`src/rtl/voice_allocator.sv`:
```
`default_nettype none
// ============================================================================
// voice_allocator : polyphonic note-to-voice scheduler with oldest-voice steal
// Rev 1.0
// ============================================================================
module voice_allocator #(
    parameter int NUM_VOICES = 4,
    parameter int NOTE_BITS  = 7,
    parameter int VEL_BITS   = 7,
    parameter int AGE_BITS   = 8
) (
    input  logic                             i_Clk,
    input  logic                             reset,
    input  logic                             ev_valid,
    output logic                             ev_ready,
    input  logic                             ev_is_on,
    input  logic [NOTE_BITS-1:0]             ev_note,
    input  logic [VEL_BITS-1:0]              ev_vel,
    input  logic                             all_off,
    output logic [NUM_VOICES-1:0]            voice_gate,
    output logic [NUM_VOICES*NOTE_BITS-1:0]  voice_note,
    output logic [NUM_VOICES*VEL_BITS-1:0]   voice_vel,
    output logic [NUM_VOICES-1:0]            voice_trig,
    output logic                             steal
);
    localparam int IDX_W = (NUM_VOICES > 1) ? $clog2(NUM_VOICES) : 1;
    localparam logic [AGE_BITS-1:0] AGE_MAX = '1;
    localparam logic [IDX_W-1:0]    IDX_LAST = IDX_W'(NUM_VOICES - 1);

    typedef enum logic [1:0] {
        IDLE   = 2'd0,
        SCAN   = 2'd1,
        COMMIT = 2'd2
    } state_t;

    state_t state, state_next;

    logic [NOTE_BITS-1:0] note_reg [NUM_VOICES];
    logic [VEL_BITS-1:0]  vel_reg  [NUM_VOICES];
    logic [AGE_BITS-1:0]  age_reg  [NUM_VOICES];

    logic                 lat_on;
    logic [NOTE_BITS-1:0] lat_note;
    logic [VEL_BITS-1:0]  lat_vel;
    logic [IDX_W-1:0]     idx;
    logic                 match_found, free_found, old_found;
    logic [IDX_W-1:0]     match_idx, free_idx, old_idx;
    logic [AGE_BITS-1:0]  old_age;
    logic [IDX_W-1:0]     target;
    logic                 do_steal;

    assign ev_ready = (state == IDLE);

    always_ff @(posedge i_Clk or posedge reset) begin
        if (reset) state <= IDLE;
        else       state <= state_next;
    end

    always_comb begin
        state_next = state;
        case (state)
            IDLE:    if (ev_valid) state_next = SCAN;
            SCAN:    if (idx == IDX_LAST) state_next = COMMIT;
            COMMIT:  state_next = IDLE;
            default: state_next = IDLE;
        endcase
        if (all_off) state_next = IDLE;
    end

    // Note-on target priority: retrigger a matching voice, else a free one, else steal.
    always_comb begin
        target   = old_idx;
        do_steal = 1'b0;
        if (match_found)     target = match_idx;
        else if (free_found) target = free_idx;
        else                 do_steal = 1'b1;
    end

    always_ff @(posedge i_Clk or posedge reset) begin
        if (reset) begin
            voice_gate  <= '0;
            voice_trig  <= '0;
            steal       <= 1'b0;
            lat_on      <= 1'b0;
            lat_note    <= '0;
            lat_vel     <= '0;
            idx         <= '0;
            match_found <= 1'b0;
            free_found  <= 1'b0;
            old_found   <= 1'b0;
            match_idx   <= '0;
            free_idx    <= '0;
            old_idx     <= '0;
            old_age     <= '0;
            for (int i = 0; i < NUM_VOICES; i++) begin
                note_reg[i] <= '0;
                vel_reg[i]  <= '0;
                age_reg[i]  <= '0;
            end
        end else begin
            voice_trig <= '0;
            steal      <= 1'b0;
            if (all_off) begin
                voice_gate <= '0;
                for (int i = 0; i < NUM_VOICES; i++) age_reg[i] <= '0;
            end else begin
                case (state)
                    IDLE: if (ev_valid) begin
                        // Velocity-zero note-on is the running-status form of note-off.
                        lat_on      <= ev_is_on && (ev_vel != '0);
                        lat_note    <= ev_note;
                        lat_vel     <= ev_vel;
                        idx         <= '0;
                        match_found <= 1'b0;
                        free_found  <= 1'b0;
                        old_found   <= 1'b0;
                    end
                    SCAN: begin
                        if (voice_gate[idx] && note_reg[idx] == lat_note && !match_found) begin
                            match_found <= 1'b1;
                            match_idx   <= idx;
                        end
                        if (!voice_gate[idx] && !free_found) begin
                            free_found <= 1'b1;
                            free_idx   <= idx;
                        end
                        // Strict compare keeps the lowest index on equal ages.
                        if (voice_gate[idx] && (!old_found || age_reg[idx] > old_age)) begin
                            old_found <= 1'b1;
                            old_idx   <= idx;
                            old_age   <= age_reg[idx];
                        end
                        idx <= idx + 1'b1;
                    end
                    COMMIT: begin
                        if (lat_on) begin
                            for (int i = 0; i < NUM_VOICES; i++) begin
                                if (IDX_W'(i) == target) begin
                                    voice_gate[i] <= 1'b1;
                                    note_reg[i]   <= lat_note;
                                    vel_reg[i]    <= lat_vel;
                                    age_reg[i]    <= '0;
                                    voice_trig[i] <= 1'b1;
                                end else if (voice_gate[i] && age_reg[i] != AGE_MAX) begin
                                    age_reg[i] <= age_reg[i] + 1'b1;
                                end
                            end
                            steal <= do_steal;
                        end else if (match_found) begin
                            voice_gate[match_idx] <= 1'b0;
                        end
                    end
                    default: ;
                endcase
            end
        end
    end

    for (genvar g = 0; g < NUM_VOICES; g++) begin : g_pack
        assign voice_note[g*NOTE_BITS +: NOTE_BITS] = note_reg[g];
        assign voice_vel[g*VEL_BITS +: VEL_BITS]    = vel_reg[g];
    end

endmodule
`default_nettype wire

```
`config.mk`:
```
export PLATFORM = sky130hd
export DESIGN_NAME = voice_allocator
export DESIGN_NICKNAME = d
export VERILOG_FILES = /design/src/rtl/voice_allocator.sv
export SDC_FILE = /design/constraint.sdc
export NUM_CORES = 1
export LEC_CHECK = 0
export BUFFER_PORTS_ARGS = -buffer_cell sky130_fd_sc_hd__buf_2
export CORE_MARGIN = 2
export CORE_UTILIZATION = 47
export DETAILED_ROUTE_END_ITERATION = 10
export PLACE_DENSITY = 0.71
export SETUP_SLACK_MARGIN = 0.5
export SKIP_LAST_GASP = 1
export SYNTH_ARGS = -nofsm -noshare
export SYNTH_HDL_FRONTEND = slang
export SYNTH_SLANG_ARGS = --single-unit
export TNS_END_PERCENT = 10
```
`constraint.sdc`:
```
create_clock -name i_Clk -period 9.8 [get_ports i_Clk]
set_clock_uncertainty 0.1 [all_clocks]
set_input_delay 0 -clock i_Clk [delete_from_list [all_inputs] [get_ports i_Clk]]
set_output_delay 0 -clock i_Clk [all_outputs]
set_load 0.05 [all_outputs]
```
======== After elaboration in Yosys (flattened, before gate mapping) ========
Cells that the tools add are included.
storage, ports and cells
  input port bits ......................... 19
  output and inout port bits .............. 66
  word-level logic and storage cells ...... 168
  register bits after elaboration ......... 133
cells by class
  add/subtract/negate cells ............... 5
  reduce and logical (&&, ||, !) cells .... 47
  eq/ne operators ......................... 21
  bitwise operators ....................... 4
  mux-type cells .......................... 56
  $lt $le $gt $ge ......................... 5
operators with widths
  cell                                                        count
  2-to-1 mux 32 bit                                           3
  2-to-1 mux 8 bit                                            10
  AND reduction 3 bit                                         13
  adder 8 x 1 -> 8 bit, second input constant                 4
  != test 8 bit, second input constant                        4
  2-to-1 mux 4 bit                                            7
  AND reduction 4 bit                                         7
  2-to-1 mux 1 bit                                            19
  binary-select mux 8 bit (select 2 bit)                      1
  != test 3 x 2 -> 1 bit, second input constant               5
  nonzero test 3 bit                                          5
  binary-select mux 7 bit (select 2 bit)                      1
  2-to-1 mux 7 bit                                            2
  2-to-1 mux 2 bit                                            6
  logical AND 1 bit                                           10
  greater-than comparator 8 bit                               1
  != test 2 bit, second input constant                        4
  case mux 2 bit (2 select lines)                             2
  == test 7 bit                                               1
  nonzero test 7 bit                                          1
  less-than comparator 2 x 3 -> 1 bit, second input constant  2
  case mux 1 bit (2 select lines)                             3
  nonzero test 2 bit                                          3
  bitwise AND 4 bit                                           1
  other kinds (17)                                            23

======== Longest topological paths before layout ========
Gate-level depths: netlist of run 1.
  depth after elaboration ................. 10
  depth in mapped cells ................... 13
  mapped depth without buffers ............ 9

======== Least setup slack after synthesis of run 1 ========
No wires, ideal clock.
  kind .................................... register to register
  from .................................... register idx[0]
  to ...................................... register old_age[0]
  path buffers ............................ 3
  clock period less this slack ............ 2806 ps
  arrival time ............................ 2579 ps
  path slack .............................. 6994 ps
  stages on the path, launching flop included .. 12
  library setup time ...................... 128 ps
  required time ........................... 9572 ps
  path through ............................ dfrtp_1 -> buf_6 -> clkbuf_8 -> mux4_2 -> ha_1 -> nor2b_1 -> o21a_1 -> o21ai_0 -> a21oi_1 -> o21a_1 -> buf_2 -> mux2_1
on the way
  longest elaborated chain between the ends .. 8
  elaborated cells between the ends (all ways) .. 10
  classes of those cells .................. order compare (1); mux (5); bitwise (1); reduce/logical (3)
ends and longest elaborated chain
  element                                              line      source
  start, declared                                      45        logic [IDX_W-1:0] idx;
  start signal, assigned                               133       idx <= idx + 1'b1;
  inverter 2 -> 3 bit (not written as such)            128, 131
  binary-select mux 8 bit (select 2 bit)               128, 131
  2-to-1 mux 8 bit (not written as such) (2 in a row)  128, 131
  greater-than comparator 8 bit                        128       if (voice_gate[idx] && (!old_found || age_reg[idx] > old_age)) begin
  logical OR 1 bit                                     128
  logical AND 1 bit                                    128
  AND reduction 3 bit (no line)                        -
  end signal, assigned                                 131       old_age <= age_reg[idx];
  end, declared                                        48        logic [AGE_BITS-1:0] old_age;
Several ways; a longest one is shown, not always the timed one. The select of a mux whose other input is x is not followed.
A chain may end at the register's enable or synchronous reset.

======== Worst setup path after layout of run 1 ========
  from .................................... register idx[0]
  to ...................................... register old_age[6]
The elaborated chain is that of the path after synthesis.

==> results.json, run 1 <==
{
  "synth_largest_area_cell": "dfrtp_1",
  "drtPass1Iterations": 4,
  "cts_max_level": 4,
  "yosys-mux-area-fraction_pct": 19.0,
  "power_leakage_uw": 0.00378,
  "hold_ws_ns": 0.199,
  "via_per_inst": 5.48,
  "seqPwrFrac_pct": 46.5,
  "synth_compound_area_share_pct": 5.54,
  "num_rows": 42,
  "drcViolationCount": 0,
  "drt-initial-drc-count": 275,
  "worst-setup-path-type": "flop to flop",
  "cts_buffers": 17,
  "vias": 4532,
  "drt-met1-wl_um": 6620,
  "critPathMaxStageDelay_ns": 0.97,
  "finalHoldViolCount": 0,
  "clkPwrFrac_pct": 43.6,
  "p_per_area_nw_per_um2": 177,
  "layout_min_cycle_time_ns": 3.38,
  "dp_hpwl_um": 9990,
  "dpl_cell_area_um2": 6880,
  "grt_pass1_wl_um": 24700,
  "fin_crit_sh_pct": 34.5,
  "ys_seq_area_share_pct": 52.4,
  "routed.top_layer": "met4",
  "power.internal_uw": 962,
  "grt_util_all_layers_pct": 22.2,
  "grt_overflow": 0,
  "yosys.area_share.simple_pct": 13.1,
  "comb_power_share_pct": 9.8,
  "clk-insertion-delay-late_ns": 0.42,
  "synthArstFlopShare_pct": 100,
  "yosysMostFrequentCell": "dfrtp_1",
  "outcome": "finished, final reports clean",
  "cp_slowest_cell": "dfrtp_1",
  "cts_tree": "yes",
  "cp.required_ns": 10.00,
  "start_util_pct": 48.0,
  "cts_num_sinks": 133,
  "maxCapViolations": 0,
  "route.met2.wl_um": 7170,
  "switching_power_uw": 382,
  "avgSynthCellArea_um2": 11.9,
  "grt_max_degree": 69,
  "largest_reg_flops": 32,
  "rr_startpoint": "idx[0]$_DFFE_PP0P_",
  "fp.dieH_um": 120,
  "tns_ns": 0,
  "crit_fanout": 20,
  "ios": 85,
  "synth_common_cells": "dfrtp_1, nand2_1, mux2_2",
  "fp.dieW_um": 120,
  "fmax_mhz": 296,
  "syn-cell-area_um2": 6350,
  "wl_um": 14900,
  "synth_top_family_by_area": "multiplexers",
  "areaGrowthSynthToFinish_pct": 19.7,
  "place_congestion": 0.888,
  "ys_types": 52,
  "design_area_um2": 7600,
  "ir_drop_uv": 127,
  "relSlewSlack_pct": 23.2,
  "core_um2": 13200,
  "ys_ff_latch": 133,
  "ys_warn_count": 0,
  "synth-adder-area-share_pct": 2.56,
  "startpoint": "idx[0]$_DFFE_PP0P_",
  "ant_nets": 0,
  "grt_pass1_vias": 4646,
  "worst_setup_path_start_kind": "flop",
  "fp.dieArea_um2": 14500,
  "cp.arrival_ns": 3.59,
  "tightest_slew_ns": 1.15,
  "clk_pin_slew_ns": 0.06,
  "synth_nets": 567,
  "numPortBuffers": 84,
  "hold_class": "input pin to asynchronous set/reset pin",
  "path_cells": "mux4_2 > ha_1 > nor2b_1 > o21a_1 > o21ai_0 > a21oi_1 > o21a_1 > mux2_2",
  "route.met3.wl_um": 811,
  "antenna_found_initial": 0,
  "drive_above_1_share_pct": 32.3,
  "ctsResizeCount": 0,
  "synth_top_area_share_pct": 52.4,
  "n_antenna_cell": 0,
  "ys.flop_type": "dfrtp_1",
  "synthCells": 535,
  "synth_area_leaders": "dfrtp_1, mux2_2, nand2_1, xor2_1, ha_1",
  "synth_xor_area_share_pct": 4.14,
  "setup_viol": 0,
  "clockRootBuffer": "clkbuf_16",
  "ctsLongestPathBuffers": 2,
  "worstSetupEndpointType": "flop",
  "synth_edf_count": 0,
  "p_sw_share_pct": 28.4,
  "nets": 670,
  "slew_violations": 0,
  "wl_per_cell_um": 18.1,
  "rsz0062_at_grt": "false",
  "utilization_pct": 57.4,
  "crit_top_cell": "o21a_1"
}
## placed cells by master, fill, tap and decap left out, drive strengths merged, types with 2 or more instances in the layout
cell,n
nor3,11
inv,18
o31ai,3
and3,4
mux2,71
buf,89
a32o,2
o21a,5
ha,13
xor2,20
a21oi,14
clkinv,3
nand2,73
clkinvlp,6
nand4,14
dlygate4sd3,18
mux4,12
nand3b,5
or2,3
mux2i,12
nor4,3
xnor2,10
nor2,43
a21o,3
dfrtp,133
o21ai,16
nor2b,4
a31o,4
clkbuf,19
nand3,8
## final timing paths
| kind | endpoint | slack [ns] | cells after the start |
|---|---|---|---|
| max in group asynchronous | old_found$_DFFE_PP0P_ | 8.01 | 4 |
| hold reg to reg | old_age[1]$_DFFE_PP0P_ | 0.39 | 1 |
| hold / removal | voice_vel[0]$_DFFE_PP0P_ | 0.20 | 3 |
| setup / recovery | old_age[6]$_DFFE_PP0P_ | 6.42 | 8 |
| setup reg to reg | old_age[6]$_DFFE_PP0P_ | 6.42 | 8 |
| min in group i_Clk | lat_note[6]$_DFFE_PP0P_ | 0.22 | 4 |
## final cells by class
class,instances,area (µm²)
clock buffers,19,443
clock inverters,13,101
fillers,1137,5640
inverters,14,55.1
multi-input cells,365,2820
flip-flops and latches,133,3330
well taps,176,220
repair buffers,107,638
## cells by family after synthesis
| logic type | after synthesis |
|---|---|
| compound gates | 54 |
| flops | 133 |
| xor+xnor | 30 |
| fa+ha+maj | 13 |
| mux | 95 |
| simple gates | 173 |
| buf+inv | 37 |
## routing by layer
layer / up-vias / track usage [%]
met2: 112 / 34.1
met5: - / 0
met3: 26 / 6.56
met4: 0 / 8.50
met1: 2302 / 30.0
li1: 2092 / -
## stage by stage
step / instances / setup WS (ns) / total power (µW)
after floorplan: 535 / 6.15 / 734
after global placement: 777 / 6.47 / 757
after detailed placement: 777 / 6.42 / 762
after CTS: 827 / 6.38 / 1360
after global routing: 827 / 6.09 / 1400
final: 827 / 6.42 / 1340
## critical path, delay by kind of cell, from the launching register on
kind | cells | cell delay (ns)
muxes | 2 | 1.01
DFF | 1 | 0.97
AOI/OAI and AO/OA | 4 | 0.73
adders and majority gates | 1 | 0.31
and+or+nand+nor | 1 | 0.13
## what timing repair did
action	in CTS	in global routing
setup buffers	0	0
hold buffers	18	0
hold endpoints to repair	90	0
## power by group through the flow
| stage | combinational, µW | clock, µW | sequential, µW |
|---|---|---|---|
| floorplan | 125 | 0 | 609 |
| global placement | 124 | 0 | 633 |
| detailed placement | 127 | 0 | 635 |
| CTS | 133 | 597 | 626 |
| global route | 146 | 623 | 632 |
| finish | 132 | 586 | 625 |
Power figures use the tool's default switching activity.
==> run 2, diff against run 1 <==
ABC_AREA = 1   (was unset)
PLACE_DENSITY = 0.74   (was 0.71)
clock period = 2.85 ns   (was 9.8 ns; I/O delays follow)
==> run 2 against run 1 <==
  * Global-route usage rose by 2.2 points
  * Wire length grew 13%
  * Worst hold slack worse by 0.033 ns
  * Power rose to 4.5 times the previous value
  * Combinational power grew to 12 times the previous value
  * Area after synthesis up 3.3%
  * Critical endpoint is now old_age[3]$_DFFE_PP0P_
==> results.json, run 2 <==
{
  "synthCells": 802,
  "drcViolationCount": 0,
  "syn-cell-area_um2": 6560,
  "p_per_area_nw_per_um2": 759,
  "avgSynthCellArea_um2": 8.18,
  "largest_reg_flops": 32,
  "wl_um": 16900,
  "worst_setup_path_start_kind": "flop",
  "vias": 5800,
  "dp_hpwl_um": 11200,
  "synthArstFlopShare_pct": 100,
  "clk-insertion-delay-late_ns": 0.43,
  "drive_above_1_share_pct": 18.5,
  "cts_tree": "yes",
  "drtPass1Iterations": 5,
  "outcome": "finished, final reports clean",
  "synth_top_area_share_pct": 50.7,
  "layout_min_cycle_time_ns": 2.34,
  "grt_pass1_vias": 5558,
  "tightest_slew_ns": 0.603,
  "final_common_cell": "nand2_1",
  "fp.dieArea_um2": 14900,
  "ys_warn_count": 0,
  "reg2reg_depth": 13,
  "clockRootBuffer": "clkbuf_16",
  "grt_pass1_wl_um": 28000,
  "setup_viol": 0,
  "ys.flop_type": "dfrtp_1",
  "slew_violations": 0,
  "synth_common_cells": "nand2_1, dfrtp_1, o21ai_0",
  "worst-setup-path-type": "flop to flop",
  "tns_ns": 0,
  "fin_crit_sh_pct": 82.1,
  "fmax_mhz": 427,
  "final_cell_mix": "nand2_1, dfrtp_1, buf_2",
  "worstSetupEndpointType": "flop",
  "nets": 945,
  "synth_edf_count": 0,
  "cts_num_sinks": 133,
  "cts_max_level": 4,
  "clk_pin_slew_ns": 0.06,
  "hold_class": "input pin to asynchronous set/reset pin",
  "ctsLongestPathBuffers": 2,
  "crit_fanout": 13,
  "areaGrowthSynthToFinish_pct": 22.3,
  "via_per_inst": 5.25,
  "final_cells": 1105,
  "synth_area_leaders": "dfrtp_1, nand2_1, o21ai_0, nand3_1, inv_1",
  "synth_largest_area_cell": "dfrtp_1",
  "place_congestion": 0.910,
  "core_um2": 13800,
  "cp.arrival_ns": 2.55,
  "power_leakage_uw": 0.00397,
  "drt-initial-drc-count": 439,
  "multi_input_area_um2": 2770,
  "fillCellCount": 1250,
  "numPortBuffers": 84,
  "n_antenna_cell": 0,
  "relSlewSlack_pct": 59.7,
  "seq_area_um2": 3330,
  "grt_util_all_layers_pct": 24.3,
  "ys_types": 36,
  "cp.required_ns": 3.06,
  "ir_drop_uv": 438,
  "dp.cells": 1047,
  "rsz0062_at_grt": "true",
  "fp.dieW_um": 122,
  "finalHoldViolCount": 0,
  "grt_overflow": 0,
  "cts_buffers": 17,
  "num_rows": 43,
  "ys_ff_latch": 133,
  "yosysMostFrequentCell": "nand2_1",
  "maxCapViolations": 0,
  "wl_per_cell_um": 15.2,
  "ant_nets": 0,
  "antenna_found_initial": 0,
  "fp.dieH_um": 122,
  "grt_max_degree": 103,
  "ios": 85,
  "ys_seq_area_share_pct": 50.7,
  "p_total_uw": 6090,
  "start_util_pct": 47.7,
  "synth_nets": 834
}
[run 2: cell types whose count changed after synthesis, sizes merged, moves of 9 or more]
| cell | previous run | this run |
|---|---|---|
| o21ai | 16 | 118 |
| inv | 14 | 77 |
| mux2i | 12 | 0 |
| mux4 | 12 | 0 |
| xnor2 | 10 | 1 |
| mux2 | 71 | 0 |
| nand3 | 8 | 62 |
| nand2 | 73 | 251 |
| a21oi | 14 | 25 |
[run 2: worst max-delay path, stage by stage, from the launching register on]
cell,delay (ns)
dfrtp_2,0.42
buf_8,0.18
o21ai_0,0.11
o22ai_1,0.29
ha_1,0.30
a21oi_1,0.17
o21ai_1,0.09
nand2_1,0.07
nand3_1,0.06
nand2_1,0.07
nand2_2,0.08
buf_6,0.15
nand3_1,0.08
nand2_1,0.06
[run 2: logic make-up after synthesis]
logic type                 after synthesis  synth area share (%)
AOI/OAI and AO/OA                      154                  12.9
xor gates and xnor gates                13                  1.73
adders and majority gates               13                  2.48
buffers and inverters                  108                  7.43
DFF                                    133                  50.7
and+or+nand+nor                        381                  24.8
[run 2: metrics by stage]
| step | hold slack [ns] | util [%] | setup WS (ns) | area [µm²] |
|---|---|---|---|---|
| final | 0.166 | 58.3 | 0.510 | 8030 |
| after global routing | 0.227 | 58.3 | 0.427 | 8030 |
| after floorplan | 0.0210 | - | 0.418 | 6570 |
| after detailed placement | 0.0786 | 51.7 | 0.387 | 7120 |
| after global placement | 0.0870 | 51.7 | 0.553 | 7120 |
| after CTS | 0.195 | 57.7 | 0.514 | 7950 |
[run 2: final cells by class]
type,instances,area share (%)
Clock buffer,21,5.74
Clock inverter,10,1.84
Inverter,77,3.76
Multi-Input combinational cell,561,34.5
Sequential cell,133,41.5
Tap cell,180,2.81
Timing Repair Buffer,122,9.82
Timing Repair inverter,1,0.0623
[run 2: final timing paths]
| kind | to | from | slack [ns] |
|---|---|---|---|
| worst max-delay path | old_age[3]$_DFFE_PP0P_ | idx[1]$_DFFE_PP0P_ | 0.51 |
| worst min-delay path | age_reg[23]$_DFFE_PP0P_ | reset | 0.17 |
| worst max register to register | old_age[3]$_DFFE_PP0P_ | idx[1]$_DFFE_PP0P_ | 0.51 |
| worst min register to register | old_age[6]$_DFFE_PP0P_ | old_age[6]$_DFFE_PP0P_ | 0.37 |
| max in group asynchronous | idx[1]$_DFFE_PP0P_ | reset | 2.02 |
| min in group i_Clk | lat_note[6]$_DFFE_PP0P_ | ev_note[6] | 0.22 |
[run 2: power by group]
group / internal, µW / switching [µW]
logic: 540 / 1040
clock network: 1430 / 850
registers: 2080 / 157
total: 4050 / 2050
[run 2: metal layers]
layer / routed length, µm / vias to the layer above / GRT usage, %
met5: 0 / - / 0
li1: - / 2847 / -
met3: 1220 / 35 / 6.41
met1: 7450 / 2710 / 32.9
met4: 385 / 0 / 7.90
met2: 7800 / 208 / 38.4
[run 2: what timing repair did]
| action | in CTS | in global routing |
|---|---|---|
| endpoints found under the hold margin | 158 | 0 |
| gates cloned | 0 | 1 |
| setup endpoints to repair | 10 | 10 |
| gates resized for setup | 3 | 14 |
| hold buffers | 22 | 0 |
| buffers inserted | 0 | 4 |
| pin swaps | 0 | 2 |
==> run 3, diff against run 2 <==
clock period = 1.93 ns   (was 2.85 ns; I/O delays follow)
==> run 3 against run 2 <==
  * The run now ends with setup timing left
  * Design area rose by 9.8%
  * Final cell count rose by 6.5%
  * Register-to-register slack got worse by 0.89 ns
  * Power rose by 62%
  * First-iteration DRC count rose by 1.6%
  * Combinational power rose by 97%
  * Global-route usage rose by 2.2 points
  * Flip-flop and latch count did not move
  * Die area did not move
  * Worst setup slack got worse by 0.89 ns
  * Sequential share of layout area fell by 3.7 points
  * Critical path type unchanged
  * Largest cell class unchanged
==> results.json, run 3 (synthesized netlist as in run 2, its figures left out) <==
{
  "cts_max_level": 4,
  "wl_um": 18700,
  "layout_min_cycle_time_ns": 2.31,
  "grt_util_all_layers_pct": 26.5,
  "worst-setup-path-type": "flop to flop",
  "cts_num_sinks": 133,
  "fillCellCount": 1167,
  "clk_pin_slew_ns": 0.06,
  "grt_pass1_wl_um": 30200,
  "cp.required_ns": 2.15,
  "areaGrowthSynthToFinish_pct": 34.3,
  "drcViolationCount": 0,
  "fin_crit_sh_pct": 120,
  "violations": "setup timing",
  "hold_ws_ns": 0.0230,
  "p_per_area_nw_per_um2": 1120,
  "holdPathStages": 4,
  "rrSetupSlack_ns": -0.38,
  "grt_overflow": 0,
  "setup_viol": 15,
  "crit_fanout": 13,
  "rr_startpoint": "idx[1]$_DFFE_PP0P_",
  "n_antenna_cell": 0,
  "slew_violations": 0,
  "r2r_end": "old_age[0]$_DFFE_PP0P_",
  "vias": 6234,
  "fmax_mhz": 432,
  "power_leakage_uw": 0.00443,
  "ios": 85,
  "ant_nets": 0,
  "numPortBuffers": 84,
  "dp_hpwl_um": 12300,
  "drtPass1Iterations": 5,
  "ir_drop_uv": 711,
  "antenna_found_initial": 0,
  "fp.dieArea_um2": 14900,
  "worst_setup_path_start_kind": "flop",
  "nets": 1016,
  "dp.cells": 1118,
  "relSlewSlack_pct": 58.7,
  "outcome": "complete, but fails checks",
  "clk-insertion-delay-late_ns": 0.43,
  "grt_pass1_vias": 6106,
  "finalHoldViolCount": 0,
  "reg2reg_depth": 13,
  "start_util_pct": 47.7,
  "ctsLongestPathBuffers": 2,
  "wl_per_cell_um": 15.9,
  "largest_reg_flops": 32,
  "rsz0062_at_grt": "true",
  "cts_buffers": 17,
  "place_congestion": 0.928,
  "tns_ns": -3.78,
  "place_ws_ns": -0.275,
  "final_cell_mix": "nand2_1, dfrtp_1, buf_2",
  "drt-initial-drc-count": 446,
  "drive_above_1_share_pct": 28.5,
  "tightest_slew_ns": 0.618,
  "num_rows": 43,
  "timing.final.ws_setup_ns": -0.382,
  "clockRootBuffer": "clkbuf_16",
  "via_per_inst": 5.30,
  "cp.arrival_ns": 2.53,
  "hold_start": "all_off",
  "worstSetupEndpointType": "flop",
  "final_cells": 1177,
  "core_um2": 13800,
  "grt_max_degree": 57,
  "hold_class": "input pin to flop",
  "cts_tree": "yes",
  "maxCapViolations": 0,
  "fp.dieW_um": 122,
  "min_to": "voice_trig[3]$_DFF_PP0_",
  "final_common_cell": "nand2_1",
  "fp.dieH_um": 122,
  "p_total_uw": 9860
}
[run 3: cell types whose count changed in the layout (fill, tap and decap cells not counted), moves of 4 or more]
cell and change:
a21oi_2 +10, inv_8 +10, buf_4 +65, clkinv_4 -4, nand2_1 -11, nand3_1 -8
o21ai_0 -4, a21oi_1 -10, nand3_2 +8, nand2_2 +9, buf_12 +6
[run 3: repair_timing]
action                                  in CTS  in global routing
hold buffers                                20                  0
pin swaps                                    4                 26
endpoints found under the hold margin      113                  0
resized for setup                           12                 42
gates cloned                                 1                  1
endpoints found under the setup margin     123                127
buffers inserted                             3                  2
[run 3: how the worst max path moves through the flow]
stage | start | to | slack (ns) | depth (start not counted)
2_1_floorplan | idx[0]$_DFFE_PP0P_ | old_idx[1]$_DFFE_PP0P_ | -0.20 | 16
3_3_place_gp | idx[0]$_DFFE_PP0P_ | old_age[4]$_DFFE_PP0P_ | -0.22 | 17
3_5_place_dp | idx[0]$_DFFE_PP0P_ | old_age[4]$_DFFE_PP0P_ | -0.27 | 13
4_1_cts | idx[0]$_DFFE_PP0P_ | old_age[4]$_DFFE_PP0P_ | -0.22 | 13
5_1_grt | idx[1]$_DFFE_PP0P_ | old_age[0]$_DFFE_PP0P_ | -0.46 | 13
6_report | idx[1]$_DFFE_PP0P_ | old_age[0]$_DFFE_PP0P_ | -0.38 | 13
[run 3: layer usage]
metal	global-route usage, %	wire (µm)	vias to the layer above
met5	0	0	-
met4	10.1	474	0
met3	7.58	1180	32
met2	44.5	9290	205
met1	32.5	7810	3005
li1	-	-	2992
[run 3: cell type report]
cell class                 instances  area (µm²)  area share [%]
clock buffer                      17         425            4.82
clock inverter                    15         196            2.23
inverter                          77         303            3.43
multi-input combinational        562        2950            33.4
sequential                       133        3330            37.7
tap                              180         225            2.55
timing repair buffer             192        1380            15.7
timing repair inverter             1        6.26          0.0710
[run 3: metrics by stage]
stage / cell area, µm² / utilization [%]
2_1_floorplan: 6660 / -
3_3_place_gp: 7740 / 56.2
3_5_place_dp: 7740 / 56.2
4_1_cts: 8630 / 62.7
5_1_grt: 8820 / 64.0
6_report: 8820 / 64.0
[run 3: power breakdown]
part	internal (µW)	leakage, µW	total (µW)	switching [µW]
combinational	1220	0.00230	3120	1890
sequential	3070	0.00182	3280	214
clock	1990	0.000310	3460	1470
[run 3: worst max-delay path, stage by stage, from the launching register on]
cell     delay, ns
dfrtp_1       0.40
inv_4         0.09
buf_4         0.16
a21oi_1       0.21
a21oi_2       0.13
ha_4          0.29
nand2_1       0.08
nor2_2        0.15
nand4_1       0.12
nand2_2       0.10
nand2_4       0.10
buf_6         0.15
nand3_1       0.06
nand2_1       0.06
